<file path="src/rtl/vga_rect_fill_ctrl_if.sv">
// ============================================================================
// Module  : vga_rect_fill_ctrl_if
// Brief   : Command and single-pixel request channels of the rectangle filler.
// Rev     : 1.0 - initial release
// ============================================================================
`default_nettype none

interface vga_rect_fill_ctrl_if #(
  parameter int COORD_W = 11,
  parameter int COLOR_W = 1
);
  // Rectangle command channel
  logic               cmd_valid_i;
  logic               cmd_ready_o;
  logic [COORD_W-1:0] cmd_x0_i;
  logic [COORD_W-1:0] cmd_y0_i;
  logic [COORD_W-1:0] cmd_x1_i;
  logic [COORD_W-1:0] cmd_y1_i;
  logic [COLOR_W-1:0] cmd_color_i;
  logic               abort_i;

  // Single-pixel request channel
  logic               pix_valid_i;
  logic               pix_ready_o;
  logic [COORD_W-1:0] pix_x_i;
  logic [COORD_W-1:0] pix_y_i;
  logic [COLOR_W-1:0] pix_color_i;

  modport master (
    output cmd_valid_i, cmd_x0_i, cmd_y0_i, cmd_x1_i, cmd_y1_i, cmd_color_i,
    output abort_i,
    output pix_valid_i, pix_x_i, pix_y_i, pix_color_i,
    input  cmd_ready_o, pix_ready_o
  );

  modport slave (
    input  cmd_valid_i, cmd_x0_i, cmd_y0_i, cmd_x1_i, cmd_y1_i, cmd_color_i,
    input  abort_i,
    input  pix_valid_i, pix_x_i, pix_y_i, pix_color_i,
    output cmd_ready_o, pix_ready_o
  );
endinterface

`default_nettype wire

</file>
<file path="src/rtl/vga_rect_fill_ctrl.sv">
// ============================================================================
// Module  : vga_rect_fill_ctrl
// Brief   : Clipped rectangle-fill sequencer sharing the VGA pixel write port
//           with a single-pixel request path (alternating arbitration).
// Rev     : 1.0 - initial release
// ============================================================================
`default_nettype none

module vga_rect_fill_ctrl #(
  parameter int COORD_W  = 11,
  parameter int SCREEN_W = 640,
  parameter int SCREEN_H = 480,
  parameter int COLOR_W  = 1,
  parameter int CNT_W    = 20
) (
  input  wire logic               clk_i,
  input  wire logic               rstn_i,
  vga_rect_fill_ctrl_if.slave     bus,
  output logic [COORD_W-1:0]      vga_addr_x_o,
  output logic [COORD_W-1:0]      vga_addr_y_o,
  output logic [COLOR_W-1:0]      vga_color_o,
  output logic                    vga_we_o,
  output logic                    busy_o,
  output logic                    done_o,
  output logic [CNT_W-1:0]        pix_count_o
);

  localparam logic [1:0] S_IDLE = 2'd0;
  localparam logic [1:0] S_FILL = 2'd1;
  localparam logic [1:0] S_DONE = 2'd2;

  localparam logic [COORD_W-1:0] c_scr_w = COORD_W'(SCREEN_W);
  localparam logic [COORD_W-1:0] c_scr_h = COORD_W'(SCREEN_H);
  localparam logic [COORD_W-1:0] c_x_max = COORD_W'(SCREEN_W - 1);
  localparam logic [COORD_W-1:0] c_y_max = COORD_W'(SCREEN_H - 1);

  logic [1:0]         r_state;
  logic [1:0]         w_state_nxt;
  logic               r_last_fill;
  logic [COORD_W-1:0] r_xa, r_xb, r_yb;
  logic [COORD_W-1:0] r_cx, r_cy;
  logic [COLOR_W-1:0] r_color;
  logic [CNT_W-1:0]   r_pix_cnt;
  logic [COORD_W-1:0] r_addr_x, r_addr_y;
  logic [COLOR_W-1:0] r_out_color;
  logic               r_we;
  logic               r_done;

  logic               w_accept;
  logic               w_grant_pix;
  logic               w_grant_fill;
  logic               w_pix_ready;
  logic               w_row_end;
  logic               w_last_pix;
  logic               w_empty;
  logic [COORD_W-1:0] w_x_lo, w_x_hi, w_y_lo, w_y_hi;
  logic [COORD_W-1:0] w_xb_clip, w_yb_clip;

  // Corner normalisation and clipping of the incoming command
  always_comb begin
    w_x_lo    = (bus.cmd_x0_i < bus.cmd_x1_i) ? bus.cmd_x0_i : bus.cmd_x1_i;
    w_x_hi    = (bus.cmd_x0_i < bus.cmd_x1_i) ? bus.cmd_x1_i : bus.cmd_x0_i;
    w_y_lo    = (bus.cmd_y0_i < bus.cmd_y1_i) ? bus.cmd_y0_i : bus.cmd_y1_i;
    w_y_hi    = (bus.cmd_y0_i < bus.cmd_y1_i) ? bus.cmd_y1_i : bus.cmd_y0_i;
    w_xb_clip = (w_x_hi > c_x_max) ? c_x_max : w_x_hi;
    w_yb_clip = (w_y_hi > c_y_max) ? c_y_max : w_y_hi;
    w_empty   = (w_x_lo >= c_scr_w) || (w_y_lo >= c_scr_h);
  end

  // Pixel path wins unless the fill was passed over on the previous grant,
  // so under contention the two requesters alternate.
  assign w_accept     = (r_state == S_IDLE) && bus.cmd_valid_i;
  assign w_pix_ready  = (r_state != S_FILL) || r_last_fill;
  assign w_grant_pix  = bus.pix_valid_i && w_pix_ready;
  assign w_grant_fill = (r_state == S_FILL) && !w_grant_pix && !bus.abort_i;
  assign w_row_end    = (r_cx == r_xb);
  assign w_last_pix   = w_row_end && (r_cy == r_yb);

  always_comb begin
    w_state_nxt = r_state;
    case (r_state)
      S_IDLE: begin
        if (bus.cmd_valid_i) begin
          w_state_nxt = w_empty ? S_DONE : S_FILL;
        end
      end
      S_FILL: begin
        if (bus.abort_i || (w_grant_fill && w_last_pix)) begin
          w_state_nxt = S_DONE;
        end
      end
      S_DONE:  w_state_nxt = S_IDLE;
      default: w_state_nxt = S_IDLE;
    endcase
  end

  always_ff @(posedge clk_i or negedge rstn_i) begin
    if (!rstn_i) begin
      r_state     <= S_IDLE;
      r_last_fill <= 1'b0;
      r_xa        <= '0;
      r_xb        <= '0;
      r_yb        <= '0;
      r_cx        <= '0;
      r_cy        <= '0;
      r_color     <= '0;
      r_pix_cnt   <= '0;
      r_addr_x    <= '0;
      r_addr_y    <= '0;
      r_out_color <= '0;
      r_we        <= 1'b0;
      r_done      <= 1'b0;
    end else begin
      r_state <= w_state_nxt;
      r_we    <= w_grant_pix || w_grant_fill;
      r_done  <= (w_state_nxt == S_DONE);

      if (w_grant_pix) begin
        r_last_fill <= 1'b0;
      end else if (w_grant_fill) begin
        r_last_fill <= 1'b1;
      end

      if (w_accept) begin
        r_xa      <= w_x_lo;
        r_xb      <= w_xb_clip;
        r_yb      <= w_yb_clip;
        r_cx      <= w_x_lo;
        r_cy      <= w_y_lo;
        r_color   <= bus.cmd_color_i;
        r_pix_cnt <= '0;
      end

      if (w_grant_pix) begin
        r_addr_x    <= bus.pix_x_i;
        r_addr_y    <= bus.pix_y_i;
        r_out_color <= bus.pix_color_i;
      end else if (w_grant_fill) begin
        r_addr_x    <= r_cx;
        r_addr_y    <= r_cy;
        r_out_color <= r_color;
        r_pix_cnt   <= r_pix_cnt + CNT_W'(1);
        // Raster order: x inner, y outer
        if (w_row_end) begin
          r_cx <= r_xa;
          if (!w_last_pix) begin
            r_cy <= r_cy + COORD_W'(1);
          end
        end else begin
          r_cx <= r_cx + COORD_W'(1);
        end
      end
    end
  end

  assign bus.cmd_ready_o = (r_state == S_IDLE);
  assign bus.pix_ready_o = w_pix_ready;
  assign vga_addr_x_o    = r_addr_x;
  assign vga_addr_y_o    = r_addr_y;
  assign vga_color_o     = r_out_color;
  assign vga_we_o        = r_we;
  assign busy_o          = (r_state != S_IDLE);
  assign done_o          = r_done;
  assign pix_count_o     = r_pix_cnt;

endmodule

`default_nettype wire

</file>
<file path="src/flat_wrapper.sv">
// flat-port wrapper written by rule: the top's interface ports become plain ports
module vga_rect_fill_ctrl_flat 
#(
  parameter int COORD_W  = 11,
  parameter int SCREEN_W = 640,
  parameter int SCREEN_H = 480,
  parameter int COLOR_W  = 1,
  parameter int CNT_W    = 20
)
  (clk_i, rstn_i, vga_addr_x_o, vga_addr_y_o, vga_color_o, vga_we_o, busy_o, done_o, pix_count_o, bus_cmd_valid_i, bus_cmd_x0_i, bus_cmd_y0_i, bus_cmd_x1_i, bus_cmd_y1_i, bus_cmd_color_i, bus_abort_i, bus_pix_valid_i, bus_pix_x_i, bus_pix_y_i, bus_pix_color_i, bus_cmd_ready_o, bus_pix_ready_o);
  vga_rect_fill_ctrl_if #(.COORD_W(COORD_W), .COLOR_W(COLOR_W)) bus_i ();
  input  wire logic clk_i;
  input  wire logic rstn_i;
  output logic [COORD_W-1:0] vga_addr_x_o;
  output logic [COORD_W-1:0] vga_addr_y_o;
  output logic [COLOR_W-1:0] vga_color_o;
  output logic vga_we_o;
  output logic busy_o;
  output logic done_o;
  output logic [CNT_W-1:0] pix_count_o;
  input wire logic [$bits(bus_i.cmd_valid_i)-1:0] bus_cmd_valid_i;
  input wire logic [$bits(bus_i.cmd_x0_i)-1:0] bus_cmd_x0_i;
  input wire logic [$bits(bus_i.cmd_y0_i)-1:0] bus_cmd_y0_i;
  input wire logic [$bits(bus_i.cmd_x1_i)-1:0] bus_cmd_x1_i;
  input wire logic [$bits(bus_i.cmd_y1_i)-1:0] bus_cmd_y1_i;
  input wire logic [$bits(bus_i.cmd_color_i)-1:0] bus_cmd_color_i;
  input wire logic [$bits(bus_i.abort_i)-1:0] bus_abort_i;
  input wire logic [$bits(bus_i.pix_valid_i)-1:0] bus_pix_valid_i;
  input wire logic [$bits(bus_i.pix_x_i)-1:0] bus_pix_x_i;
  input wire logic [$bits(bus_i.pix_y_i)-1:0] bus_pix_y_i;
  input wire logic [$bits(bus_i.pix_color_i)-1:0] bus_pix_color_i;
  output wire logic [$bits(bus_i.cmd_ready_o)-1:0] bus_cmd_ready_o;
  output wire logic [$bits(bus_i.pix_ready_o)-1:0] bus_pix_ready_o;
  assign bus_i.cmd_valid_i = bus_cmd_valid_i;
  assign bus_i.cmd_x0_i = bus_cmd_x0_i;
  assign bus_i.cmd_y0_i = bus_cmd_y0_i;
  assign bus_i.cmd_x1_i = bus_cmd_x1_i;
  assign bus_i.cmd_y1_i = bus_cmd_y1_i;
  assign bus_i.cmd_color_i = bus_cmd_color_i;
  assign bus_i.abort_i = bus_abort_i;
  assign bus_i.pix_valid_i = bus_pix_valid_i;
  assign bus_i.pix_x_i = bus_pix_x_i;
  assign bus_i.pix_y_i = bus_pix_y_i;
  assign bus_i.pix_color_i = bus_pix_color_i;
  assign bus_cmd_ready_o = bus_i.cmd_ready_o;
  assign bus_pix_ready_o = bus_i.pix_ready_o;
  vga_rect_fill_ctrl #(.COORD_W(COORD_W), .SCREEN_W(SCREEN_W), .SCREEN_H(SCREEN_H), .COLOR_W(COLOR_W), .CNT_W(CNT_W)) u_core (.clk_i(clk_i), .rstn_i(rstn_i), .bus(bus_i), .vga_addr_x_o(vga_addr_x_o), .vga_addr_y_o(vga_addr_y_o), .vga_color_o(vga_color_o), .vga_we_o(vga_we_o), .busy_o(busy_o), .done_o(done_o), .pix_count_o(pix_count_o));
endmodule
</file>
<file path="config.mk">
export PLATFORM = sky130hd
export DESIGN_NAME = vga_rect_fill_ctrl_flat
export DESIGN_NICKNAME = d
export VERILOG_FILES = /design/src/rtl/vga_rect_fill_ctrl_if.sv /design/src/rtl/vga_rect_fill_ctrl.sv /design/src/flat_wrapper.sv
export SDC_FILE = /design/constraint.sdc
export NUM_CORES = 1
export LEC_CHECK = 0
export BUFFER_PORTS_ARGS = -buffer_cell sky130_fd_sc_hd__buf_2
export CAP_MARGIN = 5
export CORE_MARGIN = 5
export CORE_UTILIZATION = 40
export CTS_CLUSTER_DIAMETER = 60
export CTS_CLUSTER_SIZE = 24
export DETAILED_ROUTE_END_ITERATION = 16
export GPL_ROUTABILITY_DRIVEN = 0
export PLACE_DENSITY = 0.61
export SETUP_SLACK_MARGIN = 0.3
export SYNTH_ARGS = -nofsm -noshare
export SYNTH_HDL_FRONTEND = slang
export SYNTH_SLANG_ARGS = --single-unit
</file>
<file path="constraint.sdc">
create_clock -name clk_i -period 2.31 [get_ports clk_i]
set_input_delay 0.231 -clock clk_i [delete_from_list [all_inputs] [get_ports clk_i]]
set_output_delay 0.231 -clock clk_i [all_outputs]
set_load 0.05 [all_outputs]
</file>
==> impl_metrics.csv, run 1 <==
group,metric,value,unit
power,fin_total_pwr,6.335,mW
power,power_density,822.9,mW/mm^2
worst_setup_path,critPathCapture,"u_core.r_cy[3]$_DFF_PN0_",
sta,fin_tns_setup,0,ns
clocking,root_buffer,"clkbuf_16",
worst_setup_path,reg2reg_to,"u_core.r_cy[3]$_DFF_PN0_",
floorplan,die_w,133.8,um
floorplan,core_area,0.01515,mm^2
synth,syn-num-nets,776,
power,vdd_ir_drop_max,0.4490,mV
global_route,grt_usage,19.96,%
routing,routed_via_density,5.723,
placement,dpl.hpwl,13060,um
hold_path,hold_class,"input port to register",
cells_and_area,diodes,0,
cells_and_area,final_common_cell,"buf_2",
floorplan,start_util,40.49,%
synth,yosysSeqAreaShare,42.44,%
floorplan,ios,121,
synth,synth_cell_type_count,58,
clocking,cts_tree,"done",
routing,vias,5820,
routing,drt_iter0_drc,499,
clocking,cts_buffers,9,
worst_setup_path,critical-path-max-stage-delay,0.43,ns
synth,synth_edf_count,0,
cells_and_area,synthToLayoutAreaGrowth,25.55,%
clocking,path_clk_slew,0.07,ns
floorplan,rows,45,
routing,final_antenna_net_count,0,
routing,wire_per_inst,17.48,um
cells_and_area,layout-drive-gt1-share,29.31,%
cells_and_area,layout_common_cells,"buf_2 (119), dfrtp_1 (90), nand2_1 (87), nand3_1 (69), buf_4 (49)",
power,p_sw,2.371,mW
floorplan,fp.dieArea,0.01791,mm^2
run_status,status,"complete, no violations",
sta,finalCriticalPeriod,2.138,ns
sta,finClkSkew,0.008433,ns
floorplan,die-height,133.8,um
worst_setup_path,path_class,"register to register",
worst_setup_path,endpoint_kind,"register",
worst_setup_path,critPathSlowestCell,"dfrtp_2",
global_route,grt_pass1_wl,29310,um
worst_setup_path,r2r-start,"u_core.r_cx[10]$_DFF_PN0_",
worst_setup_path,cp-start-kind,"register",
global_route,grt_pass1_vias,5661,
clocking,clk_latency,0.34,ns
worst_setup_path,worstSetupStartpoint,"u_core.r_cx[10]$_DFF_PN0_",
sta,slew_headroom,62.50,%
power,seqPwrFrac,41.1,%
job,drv_cap,0,
sta,setup_viol,0,
power,p_leak,3.555,nW
worst_setup_path,cp.arrival,2.40,ns
synth,async_reset_ff_share,100.0,%
clocking,htree_levels,3,
global_route,grt_start_max_net_pins,104,
global_route,antenna_found_initial,0,
synth,yosysWarnings,0,
power,cell_internal_pwr,3.964,mW
cells_and_area,nNetsFinal,920,
global_route,grt_overflow,0,
sta,tightest_slew,0.5625,ns
sta,rsz0062_at_grt,"yes",
power,p_sw_share,37.43,%
worst_setup_path,r2r_slack,0.17,ns
sta,clock.fmax,467.7,MHz
synth,syn_area,0.006132,mm^2
synth,synth-seq-cells,104,
power,p_clk_share,24.2,%
routing,drtPass1Iterations,6,
synth,synth_cells,680,
worst_setup_path,cp.required,2.58,ns
routing,drc,0,
worst_setup_path,reg2regPathDepth,6,
routing,wl,17780,um
sta,fin_crit_sh,92.57,%
worst_setup_path,cp_max_fo,7,
sta,hold_viol,0,
power,p_comb_share,34.7,%
worst_setup_path,cp_cell_sequence,"xor2_1 > nor4_4 > nand4_4 > o31a_1 > o31ai_1 > a21boi_2",
clocking,cts.sinks,104,
sta,slew_violations,0,
clocking,cts_buffer_depth,2,
placement,port_buffers,120,
synth,avgSynthCellArea,9.018,um^2
synth,yosys_most_used_dff,"dfrtp_1",
## flip-flops by register name (all words and copies together) (netlist names), 2 cells and up
name	flops
u_core.r_xa	11
u_core.r_xb	11
u_core.vga_addr_x_o	11
u_core.r_cx	11
u_core.r_state	2
u_core.vga_addr_y_o	11
u_core.pix_count_o	20
u_core.r_yb	11
u_core.r_cy	11
## repair_timing
| item | 4_1_cts | 5_1_grt |
|---|---|---|
| hold endpoints to repair | 10 | 0 |
| pin swaps | 8 | 7 |
| gates resized for setup | 6 | 21 |
| cloned | 1 | 0 |
| hold buffers | 1 | 0 |
| setup buffers | 6 | 7 |
| endpoints found under the setup margin | 26 | 38 |
## metrics by stage
step,cell area (um^2),std cells,util (%),hold WS [ns],setup slack (ns)
after floorplan,6187,680,-,-0.06459,0.2610
after global placement,7174,986,47.37,0.02598,0.01346
after detailed placement,7174,986,47.37,0.02371,-0.02421
after CTS,7567,1010,49.96,0.08822,0.2520
after global routing,7699,1017,50.83,0.1070,0.1074
final,7699,1017,50.83,0.09928,0.1717
## area by class of cell
class | count | area, um^2
fill | 1437 | 7447
multi-input combinational | 511 | 3402
sequential | 104 | 2620
timing repair buffer | 174 | 1051
clock buffer | 11 | 242.7
tap | 188 | 235.2
inverter | 24 | 90.09
clock inverter | 5 | 57.56
## synthesized netlist by cell type (3+ instances only)
master    instances  area share (%)
mux2i_1          18             2.9
o221ai_1          8             1.1
o211a_1           4            0.65
nand4_1          15             1.5
a22oi_1          23             2.8
a21oi_1          26             2.1
inv_1            24             1.5
nand2_1          90             5.5
o211ai_1         14             1.7
o31ai_1           9             1.1
clkbuf_1         33             2.0
and3_1           13             1.3
nor3_1            7            0.57
o32a_1            7             1.1
mux2_2            3            0.55
ha_1             23             4.7
and2_1            9            0.92
o221a_2           3            0.55
a31oi_1          11             1.1
nand3_1          70             5.7
dfrtp_1         104              42
xor2_1           13             1.9
o21a_1            8            0.98
o21ai_0          40             3.3
buf_2             6            0.49
o32ai_1           3            0.43
xnor2_1          14             2.0
nor3b_1           3            0.37
a21o_1            4            0.49
nor2_1           39             2.4
nor4_1            3            0.31
## cell families after synthesis
group	count (synthesis)	share of synthesized area, %
and+or+nand+nor	264	21.42
AOI/OAI and AO/OA	174	19.42
DFF	104	42.44
buffers and inverters	66	4.407
xor gates and xnor gates	28	4.122
adders and majority gates	23	4.693
muxes	21	3.489
## layer usage
metal	global-route usage [%]	part of all wire (%)	vias to the layer above
met4	6.457	1.6	0
li1	-	-	2785
met2	30.10	45	245
met5	0	0	-
met1	29.21	47	2769
met3	3.413	6.1	21
## power groups by stage
stage / Clock (mW) / Sequential (mW) / Combinational (mW)
final: 1.54 / 2.60 / 2.20
after global routing: 1.66 / 2.64 / 2.42
after CTS: 1.57 / 2.59 / 2.11
after detailed placement: 0 / 2.62 / 2.08
after global placement: 0 / 2.61 / 2.05
after floorplan: 0 / 2.68 / 1.30
## critical path: cells and delay by family (launching register included)
family / cells / cell delay (ns)
AO/OA/AOI/OAI: 3 / 0.87
XOR/XNOR: 1 / 0.18
flip-flops: 1 / 0.43
AND/OR/NAND/NOR: 2 / 0.58
## how the worst min path moves through the flow
stage	start	end	slack [ns]	cells past startpoint
after global placement	rstn_i	u_core.r_xb[3]$_DFFE_PN0P_	0.03	1
after CTS	bus_cmd_color_i	u_core.r_color$_DFFE_PN0P_	0.09	3
after floorplan	rstn_i	u_core.done_o$_DFF_PN0_	-0.06	0
after global routing	bus_cmd_color_i	u_core.r_color$_DFFE_PN0P_	0.11	3
after detailed placement	rstn_i	u_core.r_xb[3]$_DFFE_PN0P_	0.02	1
final	bus_cmd_color_i	u_core.r_color$_DFFE_PN0P_	0.1	3
(Power assumes the default switching activity.)
==> inputs of run 2 (changes only) <==
--- a/config.mk
+++ b/config.mk
@@ -6,13 +6,13 @@
 export NUM_CORES = 1
 export LEC_CHECK = 0
 export BUFFER_PORTS_ARGS = -buffer_cell sky130_fd_sc_hd__buf_2
-export CAP_MARGIN = 5
 export CORE_MARGIN = 5
 export CORE_UTILIZATION = 40
 export CTS_CLUSTER_DIAMETER = 60
 export CTS_CLUSTER_SIZE = 24
 export DETAILED_ROUTE_END_ITERATION = 16
 export GPL_ROUTABILITY_DRIVEN = 0
+export HOLD_SLACK_MARGIN = 0.1
 export PLACE_DENSITY = 0.61
 export SETUP_SLACK_MARGIN = 0.3
 export SYNTH_ARGS = -nofsm -noshare
==> impl_metrics.csv, run 2 (synthesis results as in run 1) <==
group,metric,value,unit
run_status,status,"complete, no violations",
clocking,cts_buffers,9,
worst_setup_path,reg2reg_to,"u_core.r_cy[3]$_DFF_PN0_",
worst_setup_path,path_class,"register to register",
global_route,grt_pass1_vias,5664,
job,drv_cap,0,
worst_setup_path,endpoint_kind,"register",
worst_setup_path,r2r-start,"u_core.r_cx[10]$_DFF_PN0_",
power,fin_total_pwr,6.334,mW
routing,wl,17790,um
clocking,path_clk_slew,0.07,ns
routing,drtPass1Iterations,5,
hold_path,hold_class,"input port to register",
global_route,grt_usage,19.96,%
power,vdd_ir_drop_max,0.4489,mV
cells_and_area,nNetsFinal,921,
global_route,grt-busiest-layer,"met2",
worst_setup_path,r2r_slack,0.18,ns
floorplan,die-height,133.8,um
worst_setup_path,cp_max_fo,7,
floorplan,fp.dieArea,0.01791,mm^2
sta,slew_violations,0,
placement,pre_cts_slack,-0.02421,ns
global_route,grt_overflow,0,
cells_and_area,layout-drive-gt1-share,29.28,%
routing,wire_per_inst,17.47,um
sta,finalCriticalPeriod,2.128,ns
hold_path,hold_path_depth,3,
worst_setup_path,reg2regPathDepth,6,
cells_and_area,seqCellArea,0.002620,mm^2
sta,finClkSkew,0.007762,ns
sta,hold_viol,0,
global_route,use_met2,30.10,%
cells_and_area,largest_reg_flops,20,
global_route,grt_pass1_wl,29330,um
cells_and_area,final_common_cell,"buf_2",
routing,vias,5849,
sta,slew_headroom,61.44,%
cells_and_area,postLayoutCoreUtil,50.90,%
placement,place_area,0.007174,mm^2
floorplan,start_util,40.49,%
sta,rsz0062_at_grt,"yes",
hold_path,min_from,"bus_pix_y_i[0]",
worst_setup_path,cp.required,2.58,ns
global_route,antenna_found_initial,0,
sta,clock.fmax,469.9,MHz
placement,port_buffers,120,
routing,routed_via_density,5.746,
global_route,grtUsageMet3,3.413,%
hold_path,min_to,"u_core.vga_addr_y_o[0]$_DFFE_PN0P_",
sta,fin_tns_setup,0,ns
clocking,clk_latency,0.34,ns
clocking,root_buffer,"clkbuf_16",
sta,tightest_slew,0.5784,ns
cells_and_area,design_area,0.007709,mm^2
clocking,cts_buffer_depth,2,
cells_and_area,fillers,1436,
worst_setup_path,cp.arrival,2.40,ns
global_route,grt_start_max_net_pins,104,
power,power_density,821.7,mW/mm^2
clocking,cts_tree,"done",
power,p_leak,3.559,nW
floorplan,die_w,133.8,um
floorplan,rows,45,
routing,drt_iter0_drc,457,
floorplan,ios,121,
routing,final_antenna_net_count,0,
cells_and_area,layout_common_cells,"buf_2 (119), dfrtp_1 (90), nand2_1 (87), nand3_1 (69), buf_4 (49)",
sta,setup_viol,0,
sta,fin_crit_sh,92.13,%
cells_and_area,multiInputGateArea,0.003402,mm^2
placement,dpl.hpwl,13060,um
clocking,cts.sinks,104,
clocking,htree_levels,3,
routing,drc,0,
worst_setup_path,cp-start-kind,"register",
cells_and_area,synthToLayoutAreaGrowth,25.71,%
global_route,globalRouteMet1Util,29.23,%
cells_and_area,diodes,0,
floorplan,core_area,0.01515,mm^2
sta,final.setup.worst_slack,0.1817,ns
-- run 2: cell count changes in the layout (fill, tap and decap cells not counted) --
cell           delta
dlygate4sd3_1     +1
-- run 2: report_power, final --
group / switching [mW] / internal [mW]
Combinational: 1.30 / 0.895
Clock: 0.670 / 0.869
Sequential: 0.395 / 2.20
Total: 2.37 / 3.97
-- run 2: how the worst max path moves through the flow --
stage	from	to	depth (start not counted)
after floorplan	bus_cmd_x1_i[7]	u_core.r_xb[8]$_DFFE_PN0P_	8
after CTS	u_core.r_xb[3]$_DFFE_PN0P_	u_core.r_cy[10]$_DFF_PN0_	8
final	u_core.r_cx[10]$_DFF_PN0_	u_core.r_cy[3]$_DFF_PN0_	6
after global routing	u_core.r_cx[10]$_DFF_PN0_	u_core.r_cy[3]$_DFF_PN0_	6
after global placement	bus_cmd_x1_i[7]	u_core.r_cx[7]$_DFF_PN0_	11
after detailed placement	bus_cmd_x1_i[6]	u_core.r_cx[7]$_DFF_PN0_	11
-- run 2: per-stage QoR --
step,hold slack (ns),std cells
after floorplan,-0.06459,680
after global placement,0.02598,986
after detailed placement,0.02371,986
after CTS,0.1095,1011
after global routing,0.1103,1018
final,0.1193,1018
-- run 2: layer usage --
layer / routed length, um / vias to the layer above / part of all wire, %
li1: - / 2792 / -
met1: 8352 / 2785 / 47
met2: 8053 / 251 / 45
met3: 1094 / 21 / 6.2
met4: 286 / 0 / 1.6
met5: 0 / - / 0
-- run 2: cell type report --
| class | count | share of cell area (%) |
|---|---|---|
| Clock buffer | 11 | 3.149 |
| Clock inverter | 5 | 0.7466 |
| Inverter | 24 | 1.169 |
| Multi-Input combinational cell | 511 | 44.13 |
| Sequential cell | 104 | 33.99 |
| Tap cell | 188 | 3.051 |
| Timing Repair Buffer | 175 | 13.76 |
-- run 2: critical path: stages (launching register included) --
cell and delay, ns:
dfrtp_2 0.42, xor2_1 0.18, nor4_4 0.36, nand4_4 0.22
o31a_1 0.44, o31ai_1 0.25, a21boi_2 0.19
-- run 2: what timing repair did --
item	CTS	global route
setup buffers	6	7
endpoints found under the setup margin	26	38
hold buffers	2	0
gates cloned	1	0
pin swaps	8	7
hold endpoints to repair	105	0
gates resized for setup	6	21
==> inputs of run 3 (changes only) <==
--- a/config.mk
+++ b/config.mk
@@ -6,6 +6,8 @@
 export NUM_CORES = 1
 export LEC_CHECK = 0
 export BUFFER_PORTS_ARGS = -buffer_cell sky130_fd_sc_hd__buf_2
+export CELL_PAD_IN_SITES_DETAIL_PLACEMENT = 1
+export CELL_PAD_IN_SITES_GLOBAL_PLACEMENT = 1
 export CORE_MARGIN = 5
 export CORE_UTILIZATION = 40
 export CTS_CLUSTER_DIAMETER = 60
@@ -13,7 +15,7 @@
 export DETAILED_ROUTE_END_ITERATION = 16
 export GPL_ROUTABILITY_DRIVEN = 0
 export HOLD_SLACK_MARGIN = 0.1
-export PLACE_DENSITY = 0.61
+export PLACE_DENSITY = 0.77
 export SETUP_SLACK_MARGIN = 0.3
 export SYNTH_ARGS = -nofsm -noshare
 export SYNTH_HDL_FRONTEND = slang
==> impl_metrics.csv, run 3 (synthesis results as in run 1) <==
group,metric,value,unit
sta,clock.fmax,429.8,MHz
sta,fin_crit_sh,100.7,%
clocking,cts_buffer_depth,2,
routing,drtPass1Iterations,5,
power,power_density,835.9,mW/mm^2
run_status,status,"finished, violations left",
floorplan,fp.dieArea,0.01791,mm^2
global_route,grt_overflow,0,
placement,port_buffers,120,
routing,wire_per_inst,22.28,um
worst_setup_path,cp.arrival,2.58,ns
global_route,grt_pass1_wl,34030,um
cells_and_area,layout-drive-gt1-share,34.00,%
power,fin_total_pwr,6.774,mW
floorplan,core_area,0.01515,mm^2
routing,drc,0,
hold_path,hold_class,"input port to register",
hold_path,min_from,"bus_pix_y_i[0]",
clocking,clk_latency,0.36,ns
job,drv_cap,0,
run_status,failed_checks,"negative setup slack",
routing,wl,23060,um
cells_and_area,synthToLayoutAreaGrowth,32.16,%
global_route,antenna_found_initial,0,
sta,hold-worst-slack,0.1181,ns
clocking,path_clk_slew,0.09,ns
sta,hold_viol,0,
worst_setup_path,path_class,"register to register",
cells_and_area,final_common_cell,"buf_2",
clocking,root_buffer,"clkbuf_16",
power,vdd_ir_drop_max,0.4785,mV
cells_and_area,layout_common_cells,"buf_2 (119), dfrtp_1 (95), nand2_1 (86), nand3_1 (70), buf_4 (58)",
routing,vias,6159,
worst_setup_path,cp_max_fo,5,
sta,rsz0062_at_grt,"yes",
routing,routed_via_density,5.951,
floorplan,die_w,133.8,um
sta,final.setup.worst_slack,-0.01647,ns
global_route,grt_start_max_net_pins,47,
power,p_leak,3.696,nW
worst_setup_path,r2r-start,"u_core.r_cx[5]$_DFF_PN0_",
sta,fin_tns_setup,-0.01647,ns
clocking,cts.sinks,104,
worst_setup_path,worstSetupStartpoint,"u_core.r_cx[5]$_DFF_PN0_",
sta,setup_viol,1,
sta,finClkSkew,0.02057,ns
cells_and_area,largest_reg_flops,20,
clocking,cts_tree,"done",
sta,slew_violations,0,
sta,slew_headroom,58.11,%
floorplan,ios,121,
placement,dpl.hpwl,15260,um
routing,final_antenna_net_count,0,
worst_setup_path,cp-start-kind,"register",
worst_setup_path,cp.required,2.56,ns
clocking,htree_levels,3,
floorplan,rows,45,
worst_setup_path,endpoint_kind,"register",
sta,finalCriticalPeriod,2.326,ns
clocking,cts_buffers,9,
global_route,grt_pass1_vias,6411,
cells_and_area,diodes,0,
floorplan,start_util,40.49,%
sta,tightest_slew,0.6284,ns
cells_and_area,nNetsFinal,938,
routing,drt_iter0_drc,371,
global_route,grt_usage,23.33,%
floorplan,die-height,133.8,um
[run 3: changes by cell type in the layout (fill, tap and decap cells not counted), moves of 4 or more]
| cell | previous run | this run |
|---|---|---|
| a21oi_1 | 23 | 14 |
| o221ai_1 | 8 | 4 |
| dfrtp_2 | 14 | 9 |
| dfrtp_1 | 90 | 95 |
| buf_4 | 49 | 58 |
| a21oi_2 | 3 | 12 |
| o21ai_1 | 1 | 5 |
| o221ai_2 | 0 | 4 |
| buf_6 | 2 | 9 |
| o21ai_0 | 39 | 35 |
[run 3: cell type report]
type                    count  area, um^2
fillers                  1755        7042
multi-input cells         511        3633
flip-flops and latches    104        2614
repair buffers            192        1237
clock buffers              12       266.5
well taps                 188       235.2
inverters                  24       90.09
clock inverters             4       27.53
[run 3: path summary, 6_finish.rpt]
path | to | slack (ns) | depth (start not counted)
min | u_core.vga_addr_y_o[0]$_DFFE_PN0P_ | 0.12 | 3
min reg2reg | u_core.vga_addr_y_o[7]$_DFFE_PN0P_ | 0.50 | 2
max reg2reg | u_core.r_cx[10]$_DFF_PN0_ | -0.02 | 9
min in group asynchronous | u_core.pix_count_o[16]$_DFF_PN0_ | 0.44 | 2
max | u_core.r_cx[10]$_DFF_PN0_ | -0.02 | 9
max in group asynchronous | u_core.r_cy[7]$_DFF_PN0_ | 1.08 | 3
[run 3: timing repair]
action                                 CTS  global route
setup endpoints to repair               25            66
setup buffers                           12            13
cloned                                   1             1
pin swaps                                9            23
gates resized for setup                 13            60
endpoints found under the hold margin   45             0
hold buffers                             2             0
[run 3: metrics by stage]
stage          area [um^2]  cells  util, %  worst slack [ns]
2_1_floorplan         6187    680        -            0.2610
3_3_place_gp          7217    990    47.65          0.008736
3_5_place_dp          7217    990    47.65          -0.04969
4_1_cts               7686   1021    50.75            0.2160
5_1_grt               8104   1035    53.51          -0.06377
6_report              8104   1035    53.51          -0.01647
[run 3: critical path, cell delays in order (launching register included)]
cell and delay (ns):
dfrtp_1 0.47, xor2_1 0.31, nor4_4 0.10, buf_4 0.15, buf_6 0.10, and4_4 0.21, buf_6 0.14, nor4_1 0.41
a21oi_1 0.14, o221ai_2 0.19
[run 3: where the power goes]
group / internal, mW / switching (mW) / total (mW)
combinational: 1.02 / 1.58 / 2.61
sequential: 2.19 / 0.430 / 2.62
clock: 0.820 / 0.725 / 1.55
total: 4.04 / 2.74 / 6.77
[run 3: metal layers]
metal  GRT usage, %  routed length (um)  up-vias
met3          3.638                1070       50
met1          31.88                9917     3096
li1               -                   -     2810
met4          7.143                 651        0
met5              0                   0        -
met2          38.32               11420      203
